File: src/rtl/register_file.sv
// Eight-entry register storage behind the ALU: R1-R4 and S1-S4 with per-register
// in-place functions on write and two independent combinational read ports.
module register_file #(
  parameter int WIDTH = 32
) (
  input  logic             Clock,
  input  logic             Reset,
  input  logic [WIDTH-1:0] I,
  input  logic [2:0]       FunSel,
  input  logic [3:0]       RegSel,
  input  logic [3:0]       ScrSel,
  input  logic [2:0]       OutASel,
  input  logic [2:0]       OutBSel,
  output logic [WIDTH-1:0] OutA,
  output logic [WIDTH-1:0] OutB
);

  typedef enum logic [2:0] {
    FUN_DEC         = 3'b000,
    FUN_INC         = 3'b001,
    FUN_LOAD        = 3'b010,
    FUN_CLEAR       = 3'b011,
    FUN_CLEAR_LOAD8 = 3'b100,
    FUN_LOAD8       = 3'b101,
    FUN_LOAD16      = 3'b110,
    FUN_SHIFT_IN8   = 3'b111
  } fun_e;

  localparam int NUM_REGS = 8;

  // Entries 0-3 are R1-R4, entries 4-7 are S1-S4, matching the read-select encoding.
  logic [WIDTH-1:0] regs_q [NUM_REGS];
  logic [WIDTH-1:0] regs_d [NUM_REGS];
  logic [NUM_REGS-1:0] write_en;
  fun_e fun;

  assign write_en = {ScrSel, RegSel};
  assign fun      = fun_e'(FunSel);

  function automatic logic [WIDTH-1:0] apply_fun(
    input fun_e             f,
    input logic [WIDTH-1:0] q,
    input logic [WIDTH-1:0] d
  );
    logic [WIDTH-1:0] r;
    r = q;
    case (f)
      FUN_DEC:         r = q - WIDTH'(1);
      FUN_INC:         r = q + WIDTH'(1);
      FUN_LOAD:        r = d;
      FUN_CLEAR:       r = '0;
      FUN_CLEAR_LOAD8: r = {{(WIDTH-8){1'b0}}, d[7:0]};
      FUN_LOAD8:       r = {q[WIDTH-1:8], d[7:0]};
      FUN_LOAD16:      r = {q[WIDTH-1:16], d[15:0]};
      FUN_SHIFT_IN8:   r = {q[WIDTH-9:0], d[7:0]};
      default:         r = q;
    endcase
    return r;
  endfunction

  // NOTE: every regs_d entry gets its hold value first so no path leaves it unassigned (no latch).
  always_comb begin
    for (int k = 0; k < NUM_REGS; k++) begin
      regs_d[k] = regs_q[k];
      if (write_en[k]) begin
        regs_d[k] = apply_fun(fun, regs_q[k], I);
      end
    end
  end

  // NOTE: these eight words are individual flops, not a RAM macro, so resetting them is intended.
  // NOTE: non-blocking assignments here so every register samples pre-edge values together.
  always_ff @(posedge Clock or posedge Reset) begin
    if (Reset) begin
      for (int k = 0; k < NUM_REGS; k++) begin
        regs_q[k] <= '0;
      end
    end else begin
      for (int k = 0; k < NUM_REGS; k++) begin
        regs_q[k] <= regs_d[k];
      end
    end
  end

  // Reads see current contents only; a same-cycle write appears after the edge.
  assign OutA = regs_q[OutASel];
  assign OutB = regs_q[OutBSel];

endmodule

File: config.mk
export PLATFORM = sky130hd
export DESIGN_NAME = register_file
export DESIGN_NICKNAME = d
export VERILOG_FILES = /design/src/rtl/register_file.sv
export SDC_FILE = /design/constraint.sdc
export NUM_CORES = 1
export LEC_CHECK = 0
export BUFFER_PORTS_ARGS = -buffer_cell sky130_fd_sc_hd__buf_2
export CORE_MARGIN = 3
export CORE_UTILIZATION = 50
export CTS_BUF_LIST = sky130_fd_sc_hd__clkbuf_4 sky130_fd_sc_hd__clkbuf_8 sky130_fd_sc_hd__clkbuf_16
export DETAILED_ROUTE_END_ITERATION = 8
export PLACE_DENSITY = 0.69
export SETUP_SLACK_MARGIN = 0.15
export SLEW_MARGIN = 20
export SYNTH_ARGS = -nofsm -noshare
export SYNTH_HDL_FRONTEND = slang
export SYNTH_SLANG_ARGS = --single-unit
File: constraint.sdc
create_clock -name Clock -period 8.93 [get_ports Clock]
set_input_delay 2.2325 -clock Clock [delete_from_list [all_inputs] [get_ports Clock]]
set_output_delay 2.2325 -clock Clock [all_outputs]
set_load 0.1 [all_outputs]
[Word-level counts from Yosys, hierarchy flattened]
Cells that the tools add are included.
Operators by class
  add/subtract/negate cells: 16
  multiply operators: 0
  div/mod/pow operators: 0
  $lt $le $gt $ge: 2
  equality and inequality tests: 7
  shift-type cells: 0
  mux-type cells: 14
  bitwise logic cells: 4
  reduce and logical (&&, ||, !) cells: 17
Operator list (count)
  $pmux 32 s8: 8
  $add 32x1->32 const B: 8
  $sub 32x1->32 const B: 8
  $bmux 32 s3: 2
  $mux 32: 4
  $reduce_and 3->1: 8
  $reduce_and 2->1: 8
  $eq 3x3->1 const B: 4
  $ge 4x4->1 const B: 2
  $not 3->4: 2
  $eq 3x2->1 const B: 2
  $eq 3x1->1 const B: 1
  $logic_not 3->1: 1
  $not 1->1: 2
Storage, ports and cells
  register bits: 256
  latch bits: 0
  RAM bits: 0
  bits in read-only memories: 0
  output and inout port bits: 64
  word-level logic and storage cells: 84
  memories kept: 0

[Logic depth before layout (Yosys ltp)]
Gate-level depths: netlist of run 1.
  depth after elaboration: 4
  gate-level depth with buffers: 16

[Least setup slack after synthesis of run 1]
Ideal clock, no wire load.
  path type: input -> register
  start: input port FunSel[2]
  end: register regs_q[26] in the netlist's numbering
  setup time: 126 ps
  arrival time: 11505 ps
  data required time: 8804 ps
  path slack: -2701 ps
  stages: 15
  buffers on the path: 1
  path through: clkbuf_1 > nor2_1 > nand2_1 > inv_1 > fa_1 > nor2b_1 > o2111ai_1 > a31oi_1 > a211oi_1 > o31ai_2 > a31oi_1 > o21ai_1 > a21oi_1 > and4b_1 > o32a_1
Between the ends
  cells in the longest elaborated chain, start to end: 3
Ends and longest elaborated chain
  start, declared: RTL line 9  | input logic [2:0] FunSel,
  parallel branches: the longest is 3 deep, another holds $pmux 32 s8
  end signal, assigned by index: RTL line 80  | regs_q[k] <= regs_d[k];
  end, declared: RTL line 32  | logic [WIDTH-1:0] regs_q [NUM_REGS];
Parallel ways; which one is timed is not known.
A chain may end at the register's enable or synchronous reset.

[Worst setup path in the final report of run 1]
  start: input port OutASel[1]
  end: output port OutA[20]
Between the ends
  cells in the longest elaborated chain, start to end: 4
Ends and longest elaborated chain
  start, declared: RTL line 12  | input logic [2:0] OutASel,
  $not 3->4 (implied by the code): RTL line 86  | assign OutA = regs_q[OutASel];
  $bmux 32 s3: RTL line 86
  $mux 32 (implied by the code) (2 in series): RTL line 86
  end, declared: RTL line 14  | output logic [WIDTH-1:0] OutA,
No other way between the ends. The select of a mux whose other input is x is not followed.

==> results of run 1 <==
[layout by cell type, fill, tap and decap left out, drive strengths merged, types with 36 or more instances in the layout]
cell type    n
mux2        62
clkbuf      48
buf        148
xnor2      123
and2        39
dfrtp      256
nand3       39
nor2       211
mux4       128
ha         264
a221oi     138
a21o       106
o221ai      36
nand2      300
xor2        89
o21ai      267
a31oi       41
inv         64
a21oi      384
[cell families after synthesis]
family	share of synthesized area, %
buf+inv	3.36
xor+xnor	6.75
flops	23.3
mux	13.3
compound gates	27.4
simple gates	13.3
fa+ha+maj	12.6
[power by group]
part | internal (mW) | total, mW | switching, mW
combinational | 2.23 | 5.56 | 3.33
sequential | 1.44 | 2.15 | 0.708
clock | 0.821 | 1.40 | 0.584
total | 4.49 | 9.11 | 4.62
[through the flow]
step	area (um2)	util, %
after global placement	28600	52.8
after CTS	29700	54.9
after floorplan	27500	-
after detailed placement	28600	52.8
final	29700	54.9
after global routing	29700	54.9
[worst max-delay path: cells and delay by family]
| kind | cells | cell delay [ns] |
|---|---|---|
| buf+inv | 3 | 1.44 |
| mux | 2 | 0.78 |
[final timing paths]
kind                            slack, ns     endpoint  cells after the start   startpoint
min in group asynchronous            1.70   regs_q[54]                      2        Reset
max in group asynchronous            5.43  regs_q[138]                      4        Reset
worst max-delay path                 2.18     OutA[20]                      5   OutASel[1]
worst max register to register       4.93   regs_q[63]                     11   regs_q[37]
worst min register to register       0.55  regs_q[125]                      2  regs_q[125]
worst min-delay path                 0.55  regs_q[125]                      2  regs_q[125]
[synthesized netlist by cell type, drive strengths merged (7+ instances only)]
cell       n
o21a      26
a41oi      7
nor2b     33
a21oi    384
nand4     24
dfrtp    256
inv       63
o2111ai    8
nand2    300
a21o     106
a211oi    31
and2      39
fa         8
mux2i      7
nand2b    34
nor2     211
o21ai    267
mux4     128
mux2      62
ha       264
a221oi   138
or3       17
a31oi     41
nor3      35
buf       38
clkbuf   144
o211ai    13
and3      29
o31ai     10
xor2      89
o221ai    36
xnor2    123
o21bai    26
nand3     39
[layer usage]
layer	track usage [%]	vias up	part of all wire, %
met5	0	-	0.012
met4	18.5	2	5.8
met3	7.71	330	11
met2	51.9	1654	41
met1	52.0	12900	42
li1	-	12000	-
[cell type report]
type	instances	area, um2
clock buffers	48	1010
clock inverters	11	92.6
fillers	4856	24400
inverters	63	240
multi-input cells	2636	20200
flip-flops and latches	256	6410
well taps	696	871
repair buffers	148	881
==> results.txt, run 1 <==
----------------------------------------------------
[Outcome]
  Run status ... finished, final reports clean

[Clocking]
  Post-CTS Repair Setup Buffers ... 0
  CTS Hold Bufs ... 0
  Clock Latency Late Sink ... roughly 0.56 ns
  CTS tree ... done
  Number of CTS-inserted buffers ... 35
  Clock tree buffer depth ... 3
  CTS H-tree depth ... 2
  Buffer type at the clock tree root ... clkbuf_16
  CTS Sinks ... 256
  Post-CTS Resized ... 0
  Clock-pin slew on the worst setup and hold paths ... roughly 0.060 ns

[Finish]
  Diode count ... 0
  Largest registers ... regs_q (256)
  Final net count ... approximately 3500
  Fraction of final layout cells with drive strength greater than 1 ... between 10% and 20%
  Post-route insts no fill ... ~3900
  Top reg by flops ... regs_q
  Synthesis-to-layout area growth ... 8.02%
  Max reg flops ... between 200 and 300

[Floorplan]
  Die Y ... roughly 240 um
  Number of primary I/O pins ... approximately 120
  Die Area ... 57800 um2
  Initial Utilization ... 50.8%
  Die span in x ... 241 um
  Core Footprint ... roughly 54000 um2
  Number of cell rows ... 85

[Worst setup path]
  Launching element type of the critical path ... input pin
  Arrival @ worst endpoint ... around 4.5 ns
  Largest stage delay on the critical path ... 0.86 ns
  Category of the worst setup path capture point ... output pin
  Critical-path top delay cell ... buf_2
  Critical path cell sequence ... buf_2 > buf_12 > mux4_2 > mux2_2 > buf_2
  Type of the setup path with the least slack ... input pin to output pin
  Crit path max fanout ... 39
  Required time at the worst-slack endpoint ... around 6.7 ns
  Critical path's most frequent cell ... buf_2

[Routing]
  Via density per instance ... ~7.0
  Total wirelength of the detailed-routed design ... roughly 110 mm
  Drt initial violations ... 3044
  Wire length per cell ... about 28 um
  DR vias ... approximately 27000
  Number of remaining DRC errors ... 0
  Routed Antenna Nets ... 0
  DRT Pass-1 Iters ... 5

[Global route]
  Vias in the first global route ... 25100
  Initial antenna violation count ... 2
  Wire length of the first global-routing pass ... 159 mm
  Pin count of the biggest net entering global routing ... about 160
  All-layer global routing usage ... between 30 and 40%
  Overall overflow remaining after global route ... 0

[Synthesis]
  Total of flip-flops plus latches after synthesis ... between 200 and 300
  Cell area after synthesis ... between 20000 and 30000 um2
  Sequential share of the synthesized area ... a little under a quarter
  Number of flops mapped to enable cells by yosys ... 0
  Primary flip-flop cell chosen by synthesis mapping ... dfrtp_1
  Net count of the mapped netlist ... about 3500
  Mean post-synth cell area ... 8.77 um2
  Cell variety after synth ... 90
  Cell count after synthesis ... roughly 3100
  Count of yosys warnings during synthesis ... 0
  Library cell occupying the most area in the post-synthesis netlist ... dfrtp_1
  Fraction of registers with async set or reset after synthesis ... 100%
  Area contributors post-synth ... dfrtp_1 23%, ha_1 12%, mux4_2 10%
  Fraction of post-synthesis cell area in the top cell type by area ... a little under a quarter

[STA]
  Total negative setup slack ... 0 ns
  Tightest slew margin relative to the limit ... 16.6%
  Measured slew at the worst slew-check pin ... 1.25 ns
  Setup violators final ... 0
  Unrepaired setup endpoints after global routing ... false
  Worst Hold Margin ... ~0.55 ns
  Worst path setup slack after routing ... ~2.2 ns
  FMAX ... roughly 150 MHz
  Final min period ... 6.75 ns
  Tcrit/Tclk final ... around three quarters
  Post-route clock skew ... between 0.015 and 0.02 ns
  Hold Fails Final Rpt ... 0
  Number of max-slew violations in the final report ... 0

[Pwr]
  Power density of the placed cells ... roughly 310 nW/um2
  Reported leakage power ... around 13 nW
  Maximum ir drop on the vdd rail ... 283 uV
  PnR Total Power ... around 9 mW

[Flow run]
  Number of max-cap violations ... 0

[Place]
  Placed Instances ... between 3000 and 4000
  Routability congestion estimate from global placement ... a little under 1
  Hpwl dp ... ~79 mm
  Worst Setup Slack post-DPL ... between 2 and 2.5 ns
  Count of input and output buffers ... 114

[Worst hold path]
  Min-delay worst type ... flip-flop to flip-flop

----------------------------------------------------
(Power assumes the default switching activity.)
==> run 2: changes to the inputs <==
--- a/config.mk
+++ b/config.mk
@@ -10,7 +10,7 @@
 export CORE_UTILIZATION = 50
 export CTS_BUF_LIST = sky130_fd_sc_hd__clkbuf_4 sky130_fd_sc_hd__clkbuf_8 sky130_fd_sc_hd__clkbuf_16
 export DETAILED_ROUTE_END_ITERATION = 8
-export PLACE_DENSITY = 0.69
+export PLACE_DENSITY = 0.67
 export SETUP_SLACK_MARGIN = 0.15
 export SLEW_MARGIN = 20
 export SYNTH_ARGS = -nofsm -noshare
==> constraint.sdc (replaced) <==
create_clock -name Clock -period 7 [get_ports Clock]
set_input_delay 1.75 -clock Clock [delete_from_list [all_inputs] [get_ports Clock]]
set_output_delay 1.75 -clock Clock [all_outputs]
set_load 0.1 [all_outputs]
==> results.txt, run 2 (synthesized netlist as in run 1, its figures left out) <==
----------------------------------------------------
[Global route]
  Pin count of the biggest net entering global routing ... 139 (-12%)
  Overall overflow remaining after global route ... 0 (unchanged)
  Vias in the first global route ... 24600 (-1.9%)
  Met3 layer usage reported by global route ... 5.40% (-2.3 points)
  Wire length of the first global-routing pass ... 156 mm (-2.1%)
  Global-route met2 utilization ... 51.3% (-0.60 points)
  GRT met1 Usage ... 52.1% (+0.081 points)
  All-layer global routing usage ... 35.3% (-1.1 points)
  Global routing's busiest layer ... met1
  Initial antenna violation count ... 1 (-1)

[Pwr]
  Sw Share ... 50.2% (-0.54 points)
  Pint ... 5.77 mW (+28%)
  PnR Total Power ... 11.6 mW (+27%)
  Switching Power ... 5.81 mW (+26%)
  Power density of the placed cells ... 389 nW/um2 (+27%)
  Reported leakage power ... 12.6 nW (+0.25%)
  Portion of total power attributed to the clock network ... 15.7% (+0.3 points)
  Maximum ir drop on the vdd rail ... 307 uV (+8.4%)
  Logic gate share of total power ... 61.4% (+0.4 points)
  Seq pwr share ... 23.0% (-0.6 points)

[Outcome]
  Run status ... finished, final reports clean

[Worst hold path]
  Hold worst-path end ... regs_q[24]
  Min-delay worst type ... flip-flop to flip-flop
  Cells on Worst Hold Path ... 2 (unchanged)
  Hold_sp ... regs_q[24]

[Floorplan]
  Die Area ... 57800 um2 (unchanged)
  Number of primary I/O pins ... 115 (unchanged)
  Die span in x ... 241 um (unchanged)
  Core Footprint ... 54100 um2 (unchanged)
  Die Y ... 241 um (unchanged)
  Initial Utilization ... 50.8% (unchanged)
  Number of cell rows ... 85 (unchanged)

[STA]
  Hold Fails Final Rpt ... 0 (unchanged)
  Number of max-slew violations in the final report ... 0 (unchanged)
  Final min period ... between 5 and 6 ns
  Tightest slew margin relative to the limit ... 24.7% (+8.1 points)
  Setup violators final ... 0 (unchanged)
  Post-route clock skew ... 0.0127 ns (-0.00713 ns)
  FMAX ... between 150 and 200 MHz
  Tcrit/Tclk final ... 79.9%
  Total negative setup slack ... 0 ns (unchanged)
  Measured slew at the worst slew-check pin ... 1.13 ns (-0.119 ns)
  Unrepaired setup endpoints after global routing ... false

[Routing]
  Total wirelength of the detailed-routed design ... 103 mm (-2.7%)
  Wire length per cell ... 26.8 um (-2.7%)
  DRT Pass-1 Iters ... 5 (unchanged)
  Via density per instance ... 6.90 (-1.2%)
  Drt initial violations ... 2982 (-2.0%)
  DR vias ... 26600 (-1.1%)
  Number of remaining DRC errors ... 0 (unchanged)
  Routed Antenna Nets ... 0 (unchanged)

[Clocking]
  CTS Hold Bufs ... 0 (unchanged)
  Buffer type at the clock tree root ... clkbuf_16
  Number of CTS-inserted buffers ... 35 (unchanged)
  CTS H-tree depth ... 2 (unchanged)
  CTS Sinks ... 256 (unchanged)
  CTS tree ... done
  Post-CTS Repair Setup Buffers ... 0 (unchanged)
  Clock Latency Late Sink ... 0.55 ns (about the same)
  Clock tree buffer depth ... 3 (unchanged)
  Clock-pin slew on the worst setup and hold paths ... 0.06 ns (about the same)
  Post-CTS Resized ... 0 (unchanged)

[Place]
  Count of input and output buffers ... 114 (unchanged)
  Hpwl dp ... 77.4 mm (-2.0%)
  Routability congestion estimate from global placement ... 0.975 (+1.1%)
  Placed Instances ... 3802 (+0.079%)

[Finish]
  Final net count ... 3466 (+0.087%)
  Max reg flops ... 256 (unchanged)
  Number of filler instances in the final layout ... 4806 (-1.0%)
  Most common library cell in the layout ignoring fill and taps ... a21oi_1
  Top reg by flops ... regs_q
  Largest registers ... regs_q (256)
  Utilization of the core after routing ... 55.0% (+0.13 points)
  Post-route insts no fill ... 3859 (+0.026%)
  Synthesis-to-layout area growth ... 8.28%
  Most frequent cells in the layout ... 383 x a21oi_1, 299 x nand2_1, 264 x ha_1
  Fraction of final layout cells with drive strength greater than 1 ... 14.1% (unchanged)

[Worst setup path]
  Category of the worst setup path capture point ... output pin
  Launching element type of the critical path ... input pin
  Arrival @ worst endpoint ... 3.84 ns (-0.68 ns)
  Required time at the worst-slack endpoint ... 5.25 ns (-1.45 ns)
  Type of the setup path with the least slack ... input pin to output pin
  Launch point of the worst reg-to-reg path ... regs_q[0]
  Crit path max fanout ... 22 (-44%)
  R2R cell count ... 12 (+1)
  Worst R2R Setup Slack ... 3.26 ns (-1.67 ns)
  Worst reg2reg path endpoint ... regs_q[26]

[Flow run]
  Number of max-cap violations ... 0 (unchanged)

----------------------------------------------------
run 2: metrics by stage:
step	hold WS [ns]	area (um2)	setup WS, ns
floorplan	0.486	27500	0.104
global placement	0.520	28700	1.32
detailed placement	0.529	28700	1.20
CTS	0.542	29800	1.39
global route	0.582	29800	1.30
finish	0.540	29800	1.41
run 2: how the worst max path moves through the flow:
stage                    start    endpoint  slack (ns)  cells past startpoint
CTS                 OutASel[0]    OutA[24]        1.39                      5
global placement     FunSel[2]  regs_q[31]        1.32                     17
floorplan            FunSel[2]  regs_q[26]        0.10                     15
global route        OutASel[0]    OutA[24]        1.30                      5
finish              OutASel[0]    OutA[24]        1.41                      5
detailed placement   FunSel[2]  regs_q[26]        1.20                     15
run 2: layout make-up:
cell class / count / area, um2 / share of cell area, %
flip-flops and latches: 256 / 6410 / 21.5
well taps: 696 / 871 / 2.92
repair buffers: 151 / 941 / 3.16
inverters: 63 / 240 / 0.807
clock inverters: 1 / 5.00 / 0.0168
clock buffers: 55 / 1110 / 3.73
multi-input cells: 2636 / 20200 / 67.8
diodes: 1 / 2.50 / 0.00840
run 2: routing by layer:
metal  routed length, um  share of wire [%]
met3                9790                9.5
met5                  13              0.013
met4                5090                4.9
met2               43200                 42
met1               45200                 44
run 2: worst max-delay path: stages:
cell    delay (ns)
buf_4         0.38
buf_4         0.43
mux4_2        0.61
mux2_2        0.32
buf_2         0.30
run 2: power by group through the flow:
stage	registers (mW)	clock network, mW	logic [mW]
finish	2.66	1.81	7.11
global route	2.67	1.88	7.70
CTS	2.61	1.83	6.98
detailed placement	2.64	0	6.92
global placement	2.62	0	6.81
floorplan	2.20	0	5.69
